==> config.mk <==
export PLATFORM = sky130hd
export DESIGN_NAME = mdrp_arbiter_flat
export DESIGN_NICKNAME = d
export VERILOG_FILES = /design/src/rtl/mdrp_arbiter_if.sv /design/src/rtl/mdrp_arbiter.sv /design/src/flat_wrapper.sv
export SDC_FILE = /design/constraint.sdc
export NUM_CORES = 1
export LEC_CHECK = 0
export ABC_AREA = 0
export BUFFER_PORTS_ARGS = -buffer_cell sky130_fd_sc_hd__buf_2
export CAP_MARGIN = 30
export CORE_UTILIZATION = 40
export DETAILED_ROUTE_END_ITERATION = 12
export GPL_TIMING_DRIVEN = 1
export PLACE_DENSITY_LB_ADDON = 0.05
export SKIP_LAST_GASP = 1
export SLEW_MARGIN = 5
export SYNTH_ARGS = -nofsm -noshare
export SYNTH_HDL_FRONTEND = slang
export SYNTH_SLANG_ARGS = --single-unit
==> constraint.sdc <==
create_clock -name I_MD_CLK -period 2 [get_ports I_MD_CLK]
set_input_delay 0.1 -clock I_MD_CLK [delete_from_list [all_inputs] [get_ports I_MD_CLK]]
set_output_delay 0.1 -clock I_MD_CLK [all_outputs]
set_load 0.1 [all_outputs]
==> src/rtl/mdrp_arbiter_if.sv <==
// Requester-side bundle of the MDRP arbiter: two request channels plus the shared response.
// The arbiter uses the slave modport and requesters use the master modport.
interface mdrp_arbiter_if;
    logic       I_REQ0_VLD;
    logic       I_REQ1_VLD;
    logic [7:0] I_REQ0_ADDR;
    logic [7:0] I_REQ0_MASK;
    logic [7:0] I_REQ0_DATA;
    logic [7:0] I_REQ1_ADDR;
    logic [7:0] I_REQ1_MASK;
    logic [7:0] I_REQ1_DATA;
    logic       O_REQ0_RDY;
    logic       O_REQ1_RDY;
    logic       O_RSP0_VLD;
    logic       O_RSP1_VLD;
    logic [7:0] O_RSP_DATA;
    logic       O_RSP_ERR;

    modport master (
        output I_REQ0_VLD, I_REQ1_VLD,
        output I_REQ0_ADDR, I_REQ0_MASK, I_REQ0_DATA,
        output I_REQ1_ADDR, I_REQ1_MASK, I_REQ1_DATA,
        input  O_REQ0_RDY, O_REQ1_RDY,
        input  O_RSP0_VLD, O_RSP1_VLD, O_RSP_DATA, O_RSP_ERR
    );

    modport slave (
        input  I_REQ0_VLD, I_REQ1_VLD,
        input  I_REQ0_ADDR, I_REQ0_MASK, I_REQ0_DATA,
        input  I_REQ1_ADDR, I_REQ1_MASK, I_REQ1_DATA,
        output O_REQ0_RDY, O_REQ1_RDY,
        output O_RSP0_VLD, O_RSP1_VLD, O_RSP_DATA, O_RSP_ERR
    );
endinterface

==> src/rtl/mdrp_arbiter.sv <==
// Round-robin arbiter giving two requesters read-modify-write access to an auto-incrementing MDRP port.
// Define MDRP_READBACK_EN to re-read every written register and report mismatches on O_RSP_ERR.
module mdrp_arbiter #(
    parameter int MD_RD_LAT = 1
) (
    input  logic          I_MD_CLK,
    input  logic          I_RST_N,
    mdrp_arbiter_if.slave bus,
    output logic          O_MD_INC,
    output logic [1:0]    O_MD_OPC,
    output logic [7:0]    O_MD_WR_DATA,
    input  logic [7:0]    I_MD_RD_DATA,
    output logic          O_BUSY
);
    localparam logic [1:0] OPC_CLR  = 2'b00;
    localparam logic [1:0] OPC_WR   = 2'b01;
    localparam logic [1:0] OPC_RD   = 2'b10;
    localparam logic [1:0] LAT_LAST = 2'(MD_RD_LAT - 1);

    typedef enum logic [3:0] {
        IDLE, CLR, SEEK, RD, CAPT, WR, VRD, VCHK, DONE
    } state_t;

    state_t     state;
    state_t     nextState;
    logic [7:0] trackAddr;
    logic       addrKnown;
    logic       lastServed;
    logic       grant;
    logic [7:0] tgtAddr;
    logic [7:0] tgtMask;
    logic [7:0] tgtData;
    logic [7:0] rspData;
    logic [1:0] latCnt;
    logic       latDone;
    logic       pickReq1;
    logic       accept0;
    logic       accept1;
    logic       accept;
    logic [7:0] reqAddr;
    logic [7:0] wrValue;

    // Requester 1 wins when alone, or when both are valid and requester 0 was served last.
    assign pickReq1 = bus.I_REQ1_VLD & (~bus.I_REQ0_VLD | ~lastServed);
    assign accept0  = I_RST_N & (state == IDLE) & bus.I_REQ0_VLD & ~pickReq1;
    assign accept1  = I_RST_N & (state == IDLE) & pickReq1;
    assign accept   = accept0 | accept1;
    assign reqAddr  = pickReq1 ? bus.I_REQ1_ADDR : bus.I_REQ0_ADDR;

    assign bus.O_REQ0_RDY = accept0;
    assign bus.O_REQ1_RDY = accept1;
    assign bus.O_RSP0_VLD = (state == DONE) & ~grant;
    assign bus.O_RSP1_VLD = (state == DONE) & grant;
    assign bus.O_RSP_DATA = rspData;
    assign O_BUSY         = (state != IDLE);

    assign latDone = (latCnt == LAT_LAST);
    assign wrValue = (rspData & ~tgtMask) | (tgtData & tgtMask);

    always_ff @(posedge I_MD_CLK) begin
        if (!I_RST_N) begin
            state <= IDLE;
        end else begin
            state <= nextState;
        end
    end

    always_comb begin
        nextState    = state;
        O_MD_INC     = 1'b0;
        O_MD_OPC     = OPC_RD;
        O_MD_WR_DATA = '0;
        case (state)
            IDLE: begin
                if (accept) begin
                    nextState = (!addrKnown || (reqAddr < trackAddr)) ? CLR : SEEK;
                end
            end
            CLR: begin
                O_MD_OPC  = OPC_CLR;
                nextState = SEEK;
            end
            SEEK: begin
                if (trackAddr == tgtAddr) begin
                    nextState = RD;
                end else begin
                    O_MD_INC = 1'b1;
                end
            end
            RD: begin
                if (latDone) begin
                    nextState = CAPT;
                end
            end
            CAPT: begin
                nextState = (tgtMask == 8'h00) ? DONE : WR;
            end
            WR: begin
                O_MD_OPC     = OPC_WR;
                O_MD_WR_DATA = wrValue;
`ifdef MDRP_READBACK_EN
                nextState    = VRD;
`else
                nextState    = DONE;
`endif
            end
            VRD: begin
                if (latDone) begin
                    nextState = VCHK;
                end
            end
            VCHK: begin
                nextState = DONE;
            end
            DONE: begin
                nextState = IDLE;
            end
            default: begin
                nextState = IDLE;
            end
        endcase
    end

    // The tracked address mirrors the port's internal pointer; it only ever counts up toward the target.
    always_ff @(posedge I_MD_CLK) begin
        if (!I_RST_N) begin
            addrKnown  <= 1'b0;
            trackAddr  <= '0;
            lastServed <= 1'b1;
            grant      <= 1'b0;
            tgtAddr    <= '0;
            tgtMask    <= '0;
            tgtData    <= '0;
            latCnt     <= '0;
            rspData    <= '0;
        end else begin
            if (accept) begin
                grant      <= pickReq1;
                lastServed <= pickReq1;
                tgtAddr    <= reqAddr;
                tgtMask    <= pickReq1 ? bus.I_REQ1_MASK : bus.I_REQ0_MASK;
                tgtData    <= pickReq1 ? bus.I_REQ1_DATA : bus.I_REQ0_DATA;
            end
            if (state == CLR) begin
                trackAddr <= '0;
                addrKnown <= 1'b1;
            end else if (O_MD_INC) begin
                trackAddr <= trackAddr + 8'd1;
            end
            if (((state == RD) || (state == VRD)) && !latDone) begin
                latCnt <= latCnt + 2'd1;
            end else begin
                latCnt <= '0;
            end
            if (state == CAPT) begin
                rspData <= I_MD_RD_DATA;
            end
        end
    end

`ifdef MDRP_READBACK_EN
    logic rspErr;

    // The error flag belongs to the transaction captured last, so each capture starts it clean.
    always_ff @(posedge I_MD_CLK) begin
        if (!I_RST_N) begin
            rspErr <= 1'b0;
        end else if (state == CAPT) begin
            rspErr <= 1'b0;
        end else if (state == VCHK) begin
            rspErr <= (I_MD_RD_DATA != wrValue);
        end
    end

    assign bus.O_RSP_ERR = rspErr;
`else
    assign bus.O_RSP_ERR = 1'b0;
`endif
endmodule

==> src/flat_wrapper.sv <==
// flat-port wrapper written by rule: the top's interface ports become plain ports
module mdrp_arbiter_flat 
#(
    parameter int MD_RD_LAT = 1
)
  (I_MD_CLK, I_RST_N, O_MD_INC, O_MD_OPC, O_MD_WR_DATA, I_MD_RD_DATA, O_BUSY, bus_I_REQ0_VLD, bus_I_REQ1_VLD, bus_I_REQ0_ADDR, bus_I_REQ0_MASK, bus_I_REQ0_DATA, bus_I_REQ1_ADDR, bus_I_REQ1_MASK, bus_I_REQ1_DATA, bus_O_REQ0_RDY, bus_O_REQ1_RDY, bus_O_RSP0_VLD, bus_O_RSP1_VLD, bus_O_RSP_DATA, bus_O_RSP_ERR);
  mdrp_arbiter_if bus_i ();
  input  logic I_MD_CLK;
  input  logic I_RST_N;
  output logic O_MD_INC;
  output logic [1:0] O_MD_OPC;
  output logic [7:0] O_MD_WR_DATA;
  input  logic [7:0] I_MD_RD_DATA;
  output logic O_BUSY;
  input wire logic [$bits(bus_i.I_REQ0_VLD)-1:0] bus_I_REQ0_VLD;
  input wire logic [$bits(bus_i.I_REQ1_VLD)-1:0] bus_I_REQ1_VLD;
  input wire logic [$bits(bus_i.I_REQ0_ADDR)-1:0] bus_I_REQ0_ADDR;
  input wire logic [$bits(bus_i.I_REQ0_MASK)-1:0] bus_I_REQ0_MASK;
  input wire logic [$bits(bus_i.I_REQ0_DATA)-1:0] bus_I_REQ0_DATA;
  input wire logic [$bits(bus_i.I_REQ1_ADDR)-1:0] bus_I_REQ1_ADDR;
  input wire logic [$bits(bus_i.I_REQ1_MASK)-1:0] bus_I_REQ1_MASK;
  input wire logic [$bits(bus_i.I_REQ1_DATA)-1:0] bus_I_REQ1_DATA;
  output wire logic [$bits(bus_i.O_REQ0_RDY)-1:0] bus_O_REQ0_RDY;
  output wire logic [$bits(bus_i.O_REQ1_RDY)-1:0] bus_O_REQ1_RDY;
  output wire logic [$bits(bus_i.O_RSP0_VLD)-1:0] bus_O_RSP0_VLD;
  output wire logic [$bits(bus_i.O_RSP1_VLD)-1:0] bus_O_RSP1_VLD;
  output wire logic [$bits(bus_i.O_RSP_DATA)-1:0] bus_O_RSP_DATA;
  output wire logic [$bits(bus_i.O_RSP_ERR)-1:0] bus_O_RSP_ERR;
  assign bus_i.I_REQ0_VLD = bus_I_REQ0_VLD;
  assign bus_i.I_REQ1_VLD = bus_I_REQ1_VLD;
  assign bus_i.I_REQ0_ADDR = bus_I_REQ0_ADDR;
  assign bus_i.I_REQ0_MASK = bus_I_REQ0_MASK;
  assign bus_i.I_REQ0_DATA = bus_I_REQ0_DATA;
  assign bus_i.I_REQ1_ADDR = bus_I_REQ1_ADDR;
  assign bus_i.I_REQ1_MASK = bus_I_REQ1_MASK;
  assign bus_i.I_REQ1_DATA = bus_I_REQ1_DATA;
  assign bus_O_REQ0_RDY = bus_i.O_REQ0_RDY;
  assign bus_O_REQ1_RDY = bus_i.O_REQ1_RDY;
  assign bus_O_RSP0_VLD = bus_i.O_RSP0_VLD;
  assign bus_O_RSP1_VLD = bus_i.O_RSP1_VLD;
  assign bus_O_RSP_DATA = bus_i.O_RSP_DATA;
  assign bus_O_RSP_ERR = bus_i.O_RSP_ERR;
  mdrp_arbiter #(.MD_RD_LAT(MD_RD_LAT)) u_core (.I_MD_CLK(I_MD_CLK), .I_RST_N(I_RST_N), .bus(bus_i), .O_MD_INC(O_MD_INC), .O_MD_OPC(O_MD_OPC), .O_MD_WR_DATA(O_MD_WR_DATA), .I_MD_RD_DATA(I_MD_RD_DATA), .O_BUSY(O_BUSY));
endmodule
==> tab_implementation.tex <==
\begin{tabular}{lr}
\hline
Metric & Value \\
\hline
\multicolumn{2}{l}{\textbf{Run status}} \\
\quad Status & finished with violations \\
\quad Violated checks & design-rule violations, negative setup slack \\
\multicolumn{2}{l}{\textbf{Critical path}} \\
\quad Nature of the critical path endpoint & flip-flop \\
\quad Maximum fanout encountered on the critical timing path & 8 \\
\quad R2R depth & 8 \\
\quad Crit path required time & between 2000 and 2500 ps \\
\quad Critical Path Start Type & flip-flop \\
\quad Critical path start-end classification & reg2reg \\
\quad Reg-to-reg slack, setup & -120 ps \\
\quad Data arrival time of the worst path & around 2400 ps \\
\multicolumn{2}{l}{\textbf{Logic synthesis}} \\
\quad FFs w/ async S/R, synth & 0 \\
\quad Leading post-synthesis cells by cell area & sky130\_fd\_sc\_hd\_\_dfxtp\_1 36\%, sky130\_fd\_sc\_hd\_\_mux2i\_1 9.5\%, sky130\_fd\_sc\_hd\_\_o211a\_1 8.8\% \\
\quad Combinational family with the most area after synthesis & simple AND/OR/NAND/NOR gates \\
\quad Mux cell area share after synthesis & 0.1235 \\
\quad Unique masters post-synth & 44 \\
\quad Adder-Cell Fraction of Synth Area & 0.04102 \\
\quad Mean area per synthesized cell & 8.827 sq um \\
\quad Post-Synthesis Net Count & 380 \\
\quad Top-area cell type share of the netlist area & 0.3573 \\
\quad Library cell occupying the most area in the post-synthesis netlist & sky130\_fd\_sc\_hd\_\_dfxtp\_1 \\
\quad Simple-Gate Fraction of Synth Area & 0.2151 \\
\quad Xor and xnor fraction of the mapped netlist area & 0.03191 \\
\quad Compound-gate portion of the synthesized area & 0.1764 \\
\quad Post-synthesis sequential area ratio & 0.3573 \\
\quad EDFF count, synth & 0 \\
\quad Post-synthesis cell area & 0.002745 sq mm \\
\quad Yosys warning total & 0 \\
\quad Flip-flop and latch count after synthesis & 49 \\
\quad Leading register cell type out of synthesis & sky130\_fd\_sc\_hd\_\_dfxtp\_1 \\
\quad Synthesized instance count & 311 \\
\multicolumn{2}{l}{\textbf{Finish}} \\
\quad Final antenna diode count & 0 \\
\quad Share of layout cells above drive strength 1 & 0.3612 \\
\quad Non-Filler Cell Area, Final & 0.003809 sq mm \\
\quad Syn-to-layout area delta & 38.74\% \\
\quad Footprint of the multi-input gates & 0.001770 sq mm \\
\quad Total Nets Final & 475 \\
\quad Storage element area & 983.4 sq um \\
\quad Filler Cells Inserted & $\sim$610 \\
\quad Final Instance Count excl. Fillers & roughly 480 \\
\multicolumn{2}{l}{\textbf{Floorplanning}} \\
\quad Die Outline Area & between 0.007 and 0.008 sq mm \\
\quad Die span in y & 84.84 microns \\
\quad Die X-Extent & between 80 and 90 microns \\
\quad Top-level I/O count & 85 \\
\quad Initial cell density of the core & 0.4227 \\
\quad Number of core rows & 29 \\
\quad Standard cell core area & 0.006495 sq mm \\
\multicolumn{2}{l}{\textbf{Clock tree}} \\
\quad Clock tree from TritonCTS & done \\
\quad Clk sinks & 49 \\
\quad CTS max path bufs & 2 \\
\quad Clk slew on worst S/H paths & $\sim$90 ps \\
\quad Clk Latency, worst-skew pair & 300 ps \\
\quad Number of levels in the clock H-tree & 2 \\
\quad Number of CTS-inserted buffers & 5 \\
\quad Root buffer selected by CTS & sky130\_fd\_sc\_hd\_\_clkbuf\_8 \\
\multicolumn{2}{l}{\textbf{Routing}} \\
\quad Number of DRC markers after the initial detailed-route iteration & 112 \\
\quad Via count & 2540 \\
\quad Number of optimization iterations in the first detailed-route pass & 8 \\
\quad Number of nets still failing antenna checks after routing & 0 \\
\quad Wire length per cell & about 15 microns \\
\quad Remaining routing DRC violations & 3 \\
\quad Wirelength, routed & 7112 microns \\
\quad Via density & 5.248 \\
\multicolumn{2}{l}{\textbf{Placement}} \\
\quad RD Place Congestion & between 0.8 and 0.9 \\
\quad Placement-stage cell area & around 0.0036 sq mm \\
\quad PortBufs & 83 \\
\quad Minimum setup slack after placement & -149.9 ps \\
\quad Half-perimeter wire length of the detailed placement result & 5503 microns \\
\quad Number of placed cells counting well taps & 475 \\
\multicolumn{2}{l}{\textbf{Timing}} \\
\quad Hold violation total from the final report & 0 \\
\quad Unrepaired setup endpoints after global routing & yes \\
\quad Timing-limited maximum frequency & 0.4715 GHz \\
\quad Post-route worst setup slack & -120.8 ps \\
\quad Number of max-slew violations in the final report & 0 \\
\quad Share of the cycle needed by the critical path after routing & 1.060 \\
\quad Final min period & 2121 ps \\
\quad Final clock skew & 8.446 ps \\
\quad Number of endpoints failing setup at the final stage & 2 \\
\multicolumn{2}{l}{\textbf{Hold path}} \\
\quad Count of cells along the worst hold path & 3 \\
\quad Hold Crit Class & in2reg \\
\multicolumn{2}{l}{\textbf{Pwr}} \\
\quad Total power density per cell area & around 1100 mW/mm\^{}2 \\
\quad Lkg Pwr & between 1.5 and 2 nW \\
\quad Peak ir drop on the vdd network & around 0.52 mV \\
\multicolumn{2}{l}{\textbf{Run}} \\
\quad Max\_cap viols & 0 \\
\multicolumn{2}{l}{\textbf{GRT}} \\
\quad Via count of the first global-routing pass & 2415 \\
\quad Antenna violations before repair & 0 \\
\quad Pin count of the biggest net entering global routing & 38 \\
\quad Total gr overflow & 0 \\
\quad Global-route wire length before repair & around 12000 microns \\
\quad Global-route total usage across every layer & 0.2094 \\
\hline
\end{tabular}
## routing by layer
layer	vias to the layer above	wire [microns]	global-route usage
li1	1301	-	-
met1	1174	3632	0.3085
met2	61	3143	0.3134
met3	4	282	0.03696
met4	0	54	0.06009
met5	-	0	0
## metrics by stage
step | hold slack (ps) | total power [mW] | setup TNS (ps) | utilization
6_report | 45.77 | 4.040 | -141.0 | 0.5864
5_1_grt | 49.28 | 4.285 | -343.8 | 0.5864
4_1_cts | 39.75 | 4.061 | -198.8 | 0.5852
3_5_place_dp | 366.8 | 3.288 | -195.6 | 0.5598
3_3_place_gp | 353.2 | 3.271 | -89.89 | 0.5598
2_1_floorplan | 244.9 | 2.715 | -862.7 | -
## worst max-delay path, stage by stage, from the launching register on
cell                       delay, ps
sky130_fd_sc_hd__dfxtp_2         340
sky130_fd_sc_hd__a21boi_4        160
sky130_fd_sc_hd__buf_12          150
sky130_fd_sc_hd__mux2_4          310
sky130_fd_sc_hd__ha_4            230
sky130_fd_sc_hd__a21oi_2         120
sky130_fd_sc_hd__o21ai_2          80
sky130_fd_sc_hd__or4_4           530
sky130_fd_sc_hd__a21oi_1         130
## timing repair
action	in CTS	in global routing
setup buffers	1	0
gates cloned	0	0
resized for setup	8	2
hold buffers	0	0
pin swaps	4	1
endpoints found under the setup margin	4	2
## cells by family after synthesis
group                    count (synthesis)
XOR/XNOR                                10
flip-flops                              49
multiplexers                            33
AND/OR/NAND/NOR                        116
other                                    1
AO/OA/AOI/OAI                           61
buffers and inverters                   32
adder cells (fa/ha/maj)                  9
## registers in the layout, summed over array words and instances, names as in the netlist
register	count
u_core.addrKnown	1
u_core.grant	1
u_core.tgtAddr	8
u_core.lastServed	1
u_core.bus.O_RSP_DATA	8
u_core.latCnt	2
u_core.tgtMask	8
u_core.trackAddr	8
u_core.state	4
u_core.tgtData	8
## cell usage in the layout (no fill, tap or decap), drive strengths merged, types with 2 or more instances in the layout
cell,netlist,routed
buf,11,105
dfxtp,49,49
nand2,47,47
mux2i,26,26
o211a,24,24
nor2,19,19
inv,15,15
a21oi,11,11
xnor2,9,9
or3,9,9
a21boi,9,9
ha,9,9
or4,7,7
clkbuf,6,7
mux2,7,7
nand3,6,6
o211ai,5,5
nand4,4,4
nand2b,4,4
and3,4,4
nor3,4,4
o21ai,4,4
nor2b,3,3
nor4,3,3
a211oi,2,2
o32ai,2,2
## path summary, 6_finish.rpt
check,startpoint,endpoint
worst min-delay path,I_MD_RD_DATA[3],u_core.bus.O_RSP_DATA[3]
worst min register to register,u_core.bus.O_RSP_DATA[3],u_core.bus.O_RSP_DATA[3]
worst max-delay path,u_core.lastServed,u_core.state[0]
worst max register to register,u_core.lastServed,u_core.state[0]
## report_power, final
group          internal [mW]  switching [mW]  leakage [nW]
Combinational          0.788            1.16          1.34
Sequential              1.18           0.185         0.401
Clock                  0.408           0.322        0.0585
Total                   2.38            1.66          1.80
## Yosys cell counts, types with 6 or more instances
library cell                n
sky130_fd_sc_hd__xnor2_1    9
sky130_fd_sc_hd__buf_2      6
sky130_fd_sc_hd__nand3_1    6
sky130_fd_sc_hd__mux2i_1   26
sky130_fd_sc_hd__clkbuf_1   6
sky130_fd_sc_hd__nand2_1   46
sky130_fd_sc_hd__mux2_2     7
sky130_fd_sc_hd__inv_1     14
sky130_fd_sc_hd__o211a_1   24
sky130_fd_sc_hd__ha_1       9
sky130_fd_sc_hd__nor2_1    18
sky130_fd_sc_hd__a21boi_0   9
sky130_fd_sc_hd__dfxtp_1   49
sky130_fd_sc_hd__a21oi_1   11
sky130_fd_sc_hd__or3_1      9
sky130_fd_sc_hd__or4_1      7
## area by class of cell
cell class,instances,area share
flip-flops and latches,49,0.2582
repair buffers,105,0.2063
well taps,77,0.02530
inverters,15,0.01478
clock inverters,1,0.007884
clock buffers,7,0.02267
multi-input cells,230,0.4648
(Power assumes the default switching activity.)
